File: config.mk
export PLATFORM = sky130hd
export DESIGN_NAME = fm_arbiter_flat
export DESIGN_NICKNAME = d
export VERILOG_FILES = /design/src/rtl/fm_arbiter_if.sv /design/src/rtl/fm_arbiter.sv /design/src/flat_wrapper.sv
export SDC_FILE = /design/constraint.sdc
export NUM_CORES = 1
export LEC_CHECK = 0
export BUFFER_PORTS_ARGS = -buffer_cell sky130_fd_sc_hd__clkbuf_2
export CAP_MARGIN = 20
export CORE_MARGIN = 4
export CORE_UTILIZATION = 45
export DETAILED_ROUTE_END_ITERATION = 8
export PLACE_DENSITY = 0.79
export SYNTH_ARGS = -nofsm -noshare
export SYNTH_HDL_FRONTEND = slang
export SYNTH_SLANG_ARGS = --single-unit
export TNS_END_PERCENT = 100
File: constraint.sdc
create_clock -name clk -period 2.92 [get_ports clk]
set_input_delay 0.292 -clock clk [delete_from_list [all_inputs] [get_ports clk]]
set_output_delay 0.292 -clock clk [all_outputs]
set_load 0.005 [all_outputs]
File: src/rtl/fm_arbiter_if.sv
// ---------------------------------------------------------------------------
// fm_arbiter_pkg / arbiter_if
//
// Purpose:
//   Shared default widths for the feature-map arbiter, and the requester
//   bundle that carries one read port and one write port into the arbiter.
//
// Coordinates are packed as {y, x}:
//   x = coord[COORD_BITS-1:0]
//   y = coord[2*COORD_BITS-1:COORD_BITS]
//
// Bundle signals (direction as seen by the arbiter modport):
//   coord_get   in   read coordinate {y, x}
//   read_req    in   read request, held until read_ready
//   coord_wtr   in   write coordinate {y, x}
//   data_in     in   packed write word, held until write_ready
//   write_req   in   write request, held until write_ready
//   data_out    out  last read word, stable between read responses
//   read_ready  out  one-cycle read completion pulse
//   write_ready out  one-cycle write completion pulse
// ---------------------------------------------------------------------------
package fm_arbiter_pkg;
  localparam int DEFAULT_COORD_BITS  = 6;
  localparam int DEFAULT_CHANNELS    = 4;
  localparam int DEFAULT_NEURON_BITS = 8;
endpackage

interface arbiter_if
  import fm_arbiter_pkg::*;
#(
  parameter int COORD_BITS       = DEFAULT_COORD_BITS,
  parameter int CHANNELS         = DEFAULT_CHANNELS,
  parameter int BITS_PER_CHANNEL = DEFAULT_NEURON_BITS
);
  localparam int WORD_BITS = CHANNELS * BITS_PER_CHANNEL;

  logic [2*COORD_BITS-1:0] coord_get;
  logic                    read_req;
  logic [2*COORD_BITS-1:0] coord_wtr;
  logic [WORD_BITS-1:0]    data_in;
  logic                    write_req;
  logic [WORD_BITS-1:0]    data_out;
  logic                    read_ready;
  logic                    write_ready;

  modport arbiter (
    input  coord_get, read_req, coord_wtr, data_in, write_req,
    output data_out, read_ready, write_ready
  );

  modport requester (
    output coord_get, read_req, coord_wtr, data_in, write_req,
    input  data_out, read_ready, write_ready
  );
endinterface

File: src/rtl/fm_arbiter.sv
// ---------------------------------------------------------------------------
// fm_arbiter
//
// Purpose:
//   Serialises one read port and one write port onto a single-port
//   feature-map memory. Simultaneous requests are granted round-robin,
//   with the read port winning the first tie after reset. Coordinates
//   outside the map never reach the memory: writes are dropped, reads
//   return zero, and a sticky coord_err flag is raised.
//
// Ports:
//   clk        in   clock
//   rst        in   asynchronous active-high reset
//   arb        --   arbiter_if.arbiter requester bundle
//   mem_en     out  memory access strobe
//   mem_we     out  memory write enable (only meaningful with mem_en)
//   mem_addr   out  linear address y*FM_WIDTH + x
//   mem_wdata  out  packed write word (channel c at [c*BPC +: BPC])
//   mem_rdata  in   read word, valid the cycle after a read strobe
//   coord_err  out  sticky out-of-range coordinate flag
//
// Optional feature (macro FM_ARBITER_STATS_EN):
//   rd_count, wr_count, conflict_count  16-bit saturating counters of read
//   ready pulses, write ready pulses, and IDLE cycles with both requests.
// ---------------------------------------------------------------------------
module fm_arbiter
  import fm_arbiter_pkg::*;
#(
  parameter int COORD_BITS       = DEFAULT_COORD_BITS,
  parameter int CHANNELS         = DEFAULT_CHANNELS,
  parameter int BITS_PER_CHANNEL = DEFAULT_NEURON_BITS,
  parameter int FM_WIDTH         = 32,
  parameter int FM_HEIGHT        = 32,
  parameter int ADDR_BITS        = $clog2(FM_WIDTH * FM_HEIGHT)
) (
  input  logic                                 clk,
  input  logic                                 rst,
  arbiter_if.arbiter                           arb,
  output logic                                 mem_en,
  output logic                                 mem_we,
  output logic [ADDR_BITS-1:0]                 mem_addr,
  output logic [CHANNELS*BITS_PER_CHANNEL-1:0] mem_wdata,
  input  logic [CHANNELS*BITS_PER_CHANNEL-1:0] mem_rdata,
  output logic                                 coord_err
`ifdef FM_ARBITER_STATS_EN
  ,
  output logic [15:0]                          rd_count,
  output logic [15:0]                          wr_count,
  output logic [15:0]                          conflict_count
`else
`endif
);

  typedef enum logic [2:0] {
    IDLE,
    WR,
    RD_ISSUE,
    RD_WAIT,
    RD_RESP
  } state_t;

  state_t state;
  state_t next_state;

  // 1 when the most recent grant went to the write port. Resetting it to 1
  // makes the read port the winner of the first tie.
  logic last_was_wr;
  logic grant_wr;
  logic grant_rd;

  // Whether the access currently in flight targets a valid pixel.
  logic in_range_q;

  logic [COORD_BITS-1:0] wr_x;
  logic [COORD_BITS-1:0] wr_y;
  logic [COORD_BITS-1:0] rd_x;
  logic [COORD_BITS-1:0] rd_y;
  logic                  wr_in_range;
  logic                  rd_in_range;
  logic [ADDR_BITS-1:0]  wr_addr;
  logic [ADDR_BITS-1:0]  rd_addr;

  assign wr_x = arb.coord_wtr[COORD_BITS-1:0];
  assign wr_y = arb.coord_wtr[2*COORD_BITS-1:COORD_BITS];
  assign rd_x = arb.coord_get[COORD_BITS-1:0];
  assign rd_y = arb.coord_get[2*COORD_BITS-1:COORD_BITS];

  assign wr_in_range = (32'(wr_x) < FM_WIDTH) && (32'(wr_y) < FM_HEIGHT);
  assign rd_in_range = (32'(rd_x) < FM_WIDTH) && (32'(rd_y) < FM_HEIGHT);

  // Row-major linearisation; only used when the coordinate is in range, so
  // the truncation to ADDR_BITS never loses information that matters.
  assign wr_addr = ADDR_BITS'(wr_y) * ADDR_BITS'(FM_WIDTH) + ADDR_BITS'(wr_x);
  assign rd_addr = ADDR_BITS'(rd_y) * ADDR_BITS'(FM_WIDTH) + ADDR_BITS'(rd_x);

  // State register. Reset aborts whatever is in flight; because the strobes
  // are decoded from this register they fall as soon as rst rises.
  always_ff @(posedge clk or posedge rst) begin
    if (rst) begin
      state <= IDLE;
    end else begin
      state <= next_state;
    end
  end

  // Next-state, grant and strobe decode. Requests are only looked at in
  // IDLE; every other state lasts exactly one cycle.
  always_comb begin
    next_state      = state;
    grant_wr        = 1'b0;
    grant_rd        = 1'b0;
    mem_en          = 1'b0;
    mem_we          = 1'b0;
    arb.write_ready = 1'b0;
    arb.read_ready  = 1'b0;

    case (state)
      IDLE: begin
        if (arb.write_req && arb.read_req) begin
          grant_rd = last_was_wr;
          grant_wr = !last_was_wr;
        end else begin
          grant_wr = arb.write_req;
          grant_rd = arb.read_req;
        end
        if (grant_wr) begin
          next_state = WR;
        end else if (grant_rd) begin
          next_state = RD_ISSUE;
        end
      end
      WR: begin
        mem_en          = in_range_q;
        mem_we          = in_range_q;
        arb.write_ready = 1'b1;
        next_state      = IDLE;
      end
      RD_ISSUE: begin
        mem_en     = in_range_q;
        next_state = RD_WAIT;
      end
      RD_WAIT: begin
        next_state = RD_RESP;
      end
      RD_RESP: begin
        arb.read_ready = 1'b1;
        next_state     = IDLE;
      end
      default: begin
        next_state = IDLE;
      end
    endcase
  end

  // Grant-time capture of address, write data and range status, plus the
  // round-robin pointer and the sticky error flag. Out-of-range accesses
  // leave the memory-side registers untouched since no strobe will follow.
  always_ff @(posedge clk or posedge rst) begin
    if (rst) begin
      last_was_wr <= 1'b1;
      in_range_q  <= 1'b0;
      mem_addr    <= '0;
      mem_wdata   <= '0;
      coord_err   <= 1'b0;
    end else begin
      if (grant_wr) begin
        last_was_wr <= 1'b1;
        in_range_q  <= wr_in_range;
        if (wr_in_range) begin
          mem_addr  <= wr_addr;
          mem_wdata <= arb.data_in;
        end else begin
          coord_err <= 1'b1;
        end
      end else if (grant_rd) begin
        last_was_wr <= 1'b0;
        in_range_q  <= rd_in_range;
        if (rd_in_range) begin
          mem_addr <= rd_addr;
        end else begin
          coord_err <= 1'b1;
        end
      end
    end
  end

  // Read data capture. The memory word arrives during RD_WAIT and is held
  // in data_out until the next read response replaces it.
  always_ff @(posedge clk or posedge rst) begin
    if (rst) begin
      arb.data_out <= '0;
    end else if (state == RD_WAIT) begin
      arb.data_out <= in_range_q ? mem_rdata : '0;
    end
  end

`ifdef FM_ARBITER_STATS_EN
  // Activity counters: ready pulses per port and IDLE cycles where both
  // ports were requesting. All saturate rather than wrap.
  always_ff @(posedge clk or posedge rst) begin
    if (rst) begin
      rd_count       <= '0;
      wr_count       <= '0;
      conflict_count <= '0;
    end else begin
      if (arb.read_ready && (rd_count != 16'hFFFF)) begin
        rd_count <= rd_count + 16'd1;
      end
      if (arb.write_ready && (wr_count != 16'hFFFF)) begin
        wr_count <= wr_count + 16'd1;
      end
      if ((state == IDLE) && arb.read_req && arb.write_req &&
          (conflict_count != 16'hFFFF)) begin
        conflict_count <= conflict_count + 16'd1;
      end
    end
  end
`else
  // Statistics counters are not built in this configuration.
`endif

endmodule

File: src/flat_wrapper.sv
// flat-port wrapper written by rule: the top's interface ports become plain ports
module fm_arbiter_flat import fm_arbiter_pkg::*;
#(
  parameter int COORD_BITS       = DEFAULT_COORD_BITS,
  parameter int CHANNELS         = DEFAULT_CHANNELS,
  parameter int BITS_PER_CHANNEL = DEFAULT_NEURON_BITS,
  parameter int FM_WIDTH         = 32,
  parameter int FM_HEIGHT        = 32,
  parameter int ADDR_BITS        = $clog2(FM_WIDTH * FM_HEIGHT)
)
  (clk, rst, mem_en, mem_we, mem_addr, mem_wdata, mem_rdata, coord_err, arb_coord_get, arb_read_req, arb_coord_wtr, arb_data_in, arb_write_req, arb_data_out, arb_read_ready, arb_write_ready);
  arbiter_if #(.COORD_BITS(COORD_BITS), .CHANNELS(CHANNELS), .BITS_PER_CHANNEL(BITS_PER_CHANNEL)) arb_i ();
  input  logic clk;
  input  logic rst;
  output logic mem_en;
  output logic mem_we;
  output logic [ADDR_BITS-1:0] mem_addr;
  output logic [CHANNELS*BITS_PER_CHANNEL-1:0] mem_wdata;
  input  logic [CHANNELS*BITS_PER_CHANNEL-1:0] mem_rdata;
  output logic coord_err;
  input wire logic [$bits(arb_i.coord_get)-1:0] arb_coord_get;
  input wire logic [$bits(arb_i.read_req)-1:0] arb_read_req;
  input wire logic [$bits(arb_i.coord_wtr)-1:0] arb_coord_wtr;
  input wire logic [$bits(arb_i.data_in)-1:0] arb_data_in;
  input wire logic [$bits(arb_i.write_req)-1:0] arb_write_req;
  output wire logic [$bits(arb_i.data_out)-1:0] arb_data_out;
  output wire logic [$bits(arb_i.read_ready)-1:0] arb_read_ready;
  output wire logic [$bits(arb_i.write_ready)-1:0] arb_write_ready;
  assign arb_i.coord_get = arb_coord_get;
  assign arb_i.read_req = arb_read_req;
  assign arb_i.coord_wtr = arb_coord_wtr;
  assign arb_i.data_in = arb_data_in;
  assign arb_i.write_req = arb_write_req;
  assign arb_data_out = arb_i.data_out;
  assign arb_read_ready = arb_i.read_ready;
  assign arb_write_ready = arb_i.write_ready;
  fm_arbiter #(.COORD_BITS(COORD_BITS), .CHANNELS(CHANNELS), .BITS_PER_CHANNEL(BITS_PER_CHANNEL), .FM_WIDTH(FM_WIDTH), .FM_HEIGHT(FM_HEIGHT), .ADDR_BITS(ADDR_BITS)) u_core (.clk(clk), .rst(rst), .arb(arb_i), .mem_en(mem_en), .mem_we(mem_we), .mem_addr(mem_addr), .mem_wdata(mem_wdata), .mem_rdata(mem_rdata), .coord_err(coord_err));
endmodule
Word-level counts from Yosys, hierarchy flattened
Index checks and enable logic that the tools add are counted.
Word-level totals
  register bits after elaboration: 80
  bits of input ports: 92
  output and inout port bits: 79
  word-level logic and storage cells: 58
Cells by class
  add/sub/neg operators: 2
  $lt $le $gt $ge: 4
  equal/unequal tests: 8
  muxes and demuxes: 26
  reductions and logical operators: 11
Operators by type and width (number)
  $mux 10: 4
  $mux 32: 1
  $lt 6x6->1 const B: 4
  $add 10x6->10: 2
  $mux 1: 18
  $pmux 3 s3: 1
  $eq 3x2->1 const B: 2
  $mux 3: 2
  $reduce_and 3->1: 2
  $ne 2x2->1 const B: 2
  $reduce_bool 2->1: 2
  $eq 3x1->1 const B: 1
  $eq 3x3->1 const B: 1
  $logic_and 1x1->1: 3
  $logic_not 3->1: 1
  $ne 3x1->1 const B: 1
  $ne 2x1->1 const B: 1
  $reduce_and 2->1: 1
  $reduce_or 2->1: 1
  $logic_not 1->1: 1

Longest topological paths before layout
  word-level depth: 6
  gate-level depth with buffers: 6
  depth with buffers taken out: 6

Worst setup path before layout
Ideal clock, no wire load.
  path type: register -> register
  start: reg u_core.state[1]
  end: reg u_core.mem_addr[0]
  setup time: 125 ps
  arrival: 2084 ps
  data required time: 2795 ps
  slack: 712 ps
  cell stages (with the launch flop): 7
  path buffers: 2
  period minus slack after synthesis: 2208 ps
  path through: dfrtp_1 -> buf_6 -> or3_4 -> or4_4 -> buf_6 -> a21oi_4 -> mux2_2
On the way
  longest elaborated chain between the ends: 4
  elaborated cells between the ends (all ways): 8
  those cells by class: 1 x eq/ne; 3 x mux; 4 x reduce/logical
RTL lines
  start, declared: RTL line fm_arbiter.sv:62  | state_t state;
  start signal, assigned: RTL line fm_arbiter.sv:102  | state <= next_state;
  $logic_not 3->1 *: RTL line fm_arbiter.sv:117  | case (state)
  $mux 1: RTL line fm_arbiter.sv:117
  $ne 2x2->1 (no line) / $reduce_bool 2->1 (equally long branches)
  $reduce_and 3->1 (no line)
  end signal, assigned: RTL line fm_arbiter.sv:170  | mem_addr <= wr_addr;
  end signal, assigned: RTL line fm_arbiter.sv:179  | mem_addr <= rd_addr;
  end, declared: RTL line fm_arbiter.sv:41  | output logic [ADDR_BITS-1:0] mem_addr,
Every way passes the cells marked *; elsewhere a longest branch is shown, timed or not.
A chain may end at the register's enable or synchronous reset.

Worst setup path after layout
  start: reg u_core.state[0]
  end: reg u_core.mem_addr[0]
Same word-level chain as after synthesis.

==> qor.yml <==
clockBufferDepth: 2
cts.clk_slew.worst_paths_ps: 80
grt_pass1_vias: 2693
syn2layout_area_growth_pct: 34.4
power.density_nw_per_um2: 919
regToRegEndpoint: "u_core.mem_addr[0]"
yosysUniqueCellTypes: 27
final_max_slew_viol_count: 0
hp-start: "mem_rdata[7]"
status: "finished, final reports clean"
r2r_slack_ps: 710
synthArstFlopShare: 1.00
cts_buffers: 9
place_worst_setup_slack_ps: 717
synth_xor_area_frac: 0.0182
ff2ff_path_depth: 4
fin_ws_ps: 712
ys_seq_area_frac: 0.593
wl_per_cell_um: 13.5
rsz0062_at_grt: "no"
die_h_um: 94.6
required_ps: 3140
crit_chain: "or3_4 -> or4_4 -> a21oi_4 -> mux2_2"
synth-edff-count: 0
synth_top_family_by_area: "multiplexers"
drc: 0
portBuffers: 170
grt_max_degree: 81
critPathCaptureType: "flop"
drtIter0Drc: 63
gp_congestion: 0.800
clock_sinks: 80
peakVddDrop_mv: 0.474
clockRootBuffer: "clkbuf_8"
reg2reg_from: "u_core.state[0]"
antenna_left: 0
vias: 2674
synth_compound_area_frac: 0.0634
hold_slack_ps: 169
nets: 555
wirelength_met1_um: 3060
final_common_cell: "clkbuf_2"
grt_overflow_total: 0
fin_worst_skew_ps: 10.8
mostFrequentLayoutCells: "clkbuf_2, dfrtp_1, nand2_1"
path_max_fanout: 10
io_pins: 171
worstSkewPairLatency_ps: 340
die_area_um2: 8950
fin_crit_sh: 0.756
critical-path-max-stage-delay_ps: 510
cts_setup_buffers: 0
htree_levels: 3
die_w_um: 94.6
fmax_mhz: 453
grt_pass1_wl_um: 11800
hold_class: "in -> reg"
synthMuxAreaShare: 0.169
ys_ff_latch: 80
fin_setup_tns_ps: 0
hold_end: "u_core.arb.data_out[7]"
cp.arrival_ps: 2430
dp_cells: 545
power_leakage_uw: 0.00239
yosys.area_share.simple: 0.114
maxCapViolations: 0
crit_buf_inv: 0
cts_tree: "built"
wl_met3_um: 700
ys.flop_type: "dfrtp_1"
antenna_found_initial: 0
dr.pass1.iters: 4
core.rowCount: 31
met2_length_um: 3730
vias_per_cell: 4.75
hold_depth: 3
yosysWarnings: 0
start_util: 0.465
relSlewSlack: 0.639
top_layer: "met4"
netlist_instances: 289
final_cells: 563
grt_usage: 0.169
synth_fa_ha_area_frac: 0.0148
drive_above_1_share: 0.534
finalHoldViolations: 0
crit_family: "simple AND/OR/NAND/NOR gates"
syn-cell-area_um2: 3380
period_needed_ps: 2210
drt_wl_total_um: 7620
antenna-diode-count: 0
crit_slowest_cell: "or4_4"
critPathKind: "reg -> reg"
start_kind: "flop"
synthesis.nets: 385
coreArea_um2: 7250
hpwl_um: 5850
avgSynthCellArea_um2: 11.7
tightest_slew_ps: 541
setup_viol_count_final: 0
flip-flops by register name, summed over array words and instances, names as in the netlist:
signal,count
u_core.in_range_q,1
u_core.state,3
u_core.mem_addr,10
u_core.arb.data_out,32
u_core.last_was_wr,1
u_core.coord_err,1
u_core.mem_wdata,32
cells by family (layout without fill, tap and decap cells):
logic type,count (synthesis),in the layout
xor gates and xnor gates,7,7
and+or+nand+nor,89,89
muxes,51,51
AOI/OAI and AO/OA,39,39
buffers and inverters,19,194
DFF,80,80
adders and majority gates,4,4
repair_timing:
action / in CTS / in global routing
hold buffers: 0 / 1
resized for setup: 0 / 0
hold endpoints to repair: 0 / 7
per-layer routing:
layer  track usage  vias to the layer above
li1              -                     1310
met1         0.195                     1232
met2         0.291                      119
met3        0.0486                       13
met4        0.0757                        0
met5             0                        -
worst max-delay path by stage:
stage / start / endpoint / cells after the start
4_1_cts: u_core.state[0] / u_core.mem_addr[0] / 4
3_3_place_gp: u_core.state[0] / u_core.mem_addr[8] / 4
6_report: u_core.state[0] / u_core.mem_addr[0] / 4
2_1_floorplan: rst / u_core.arb.data_out[0] / 1
5_1_grt: u_core.state[0] / u_core.mem_addr[0] / 4
3_5_place_dp: u_core.state[0] / u_core.mem_addr[0] / 4
worst register-to-register path: cells and delay by family, from the launching register on:
family,cells,cell delay [ps]
muxes,1,380
and+or+nand+nor,2,950
AOI/OAI and AO/OA,1,320
DFF,1,450
cell type report:
cell class	instances	area (um2)
Sequential cell	80	2000
Clock buffer	9	124
Timing Repair Buffer	176	918
Inverter	2	8.76
Tap cell	99	124
Clock inverter	7	77.6
Multi-Input combinational cell	190	1280
Fill cell	620	2720
stage by stage:
stage	cell area, um2	total power, uW	utilization
floorplan	3380	2690	-
global route	4540	4500	0.625
finish	4540	4170	0.625
detailed placement	4300	3410	0.593
CTS	4500	4240	0.620
global placement	4300	3320	0.593
report_power, final:
| part | total (uW) | internal [uW] | switching (uW) |
|---|---|---|---|
| Clock | 817 | 405 | 412 |
| Combinational | 1470 | 794 | 673 |
| Sequential | 1880 | 1590 | 298 |
| Total | 4170 | 2790 | 1380 |
synth_stat cells (3+ instances only):
cell type	n	area share
nand2_1	68	0.076
o21ai_0	35	0.052
nor3b_1	3	0.0067
clkbuf_1	11	0.012
xor2_1	5	0.013
nor2_1	4	0.0044
buf_2	4	0.0059
nand3_1	5	0.0074
dfrtp_1	79	0.59
ha_1	4	0.015
mux2_2	49	0.16
Note: power is estimated with default switching activity, not from simulation.
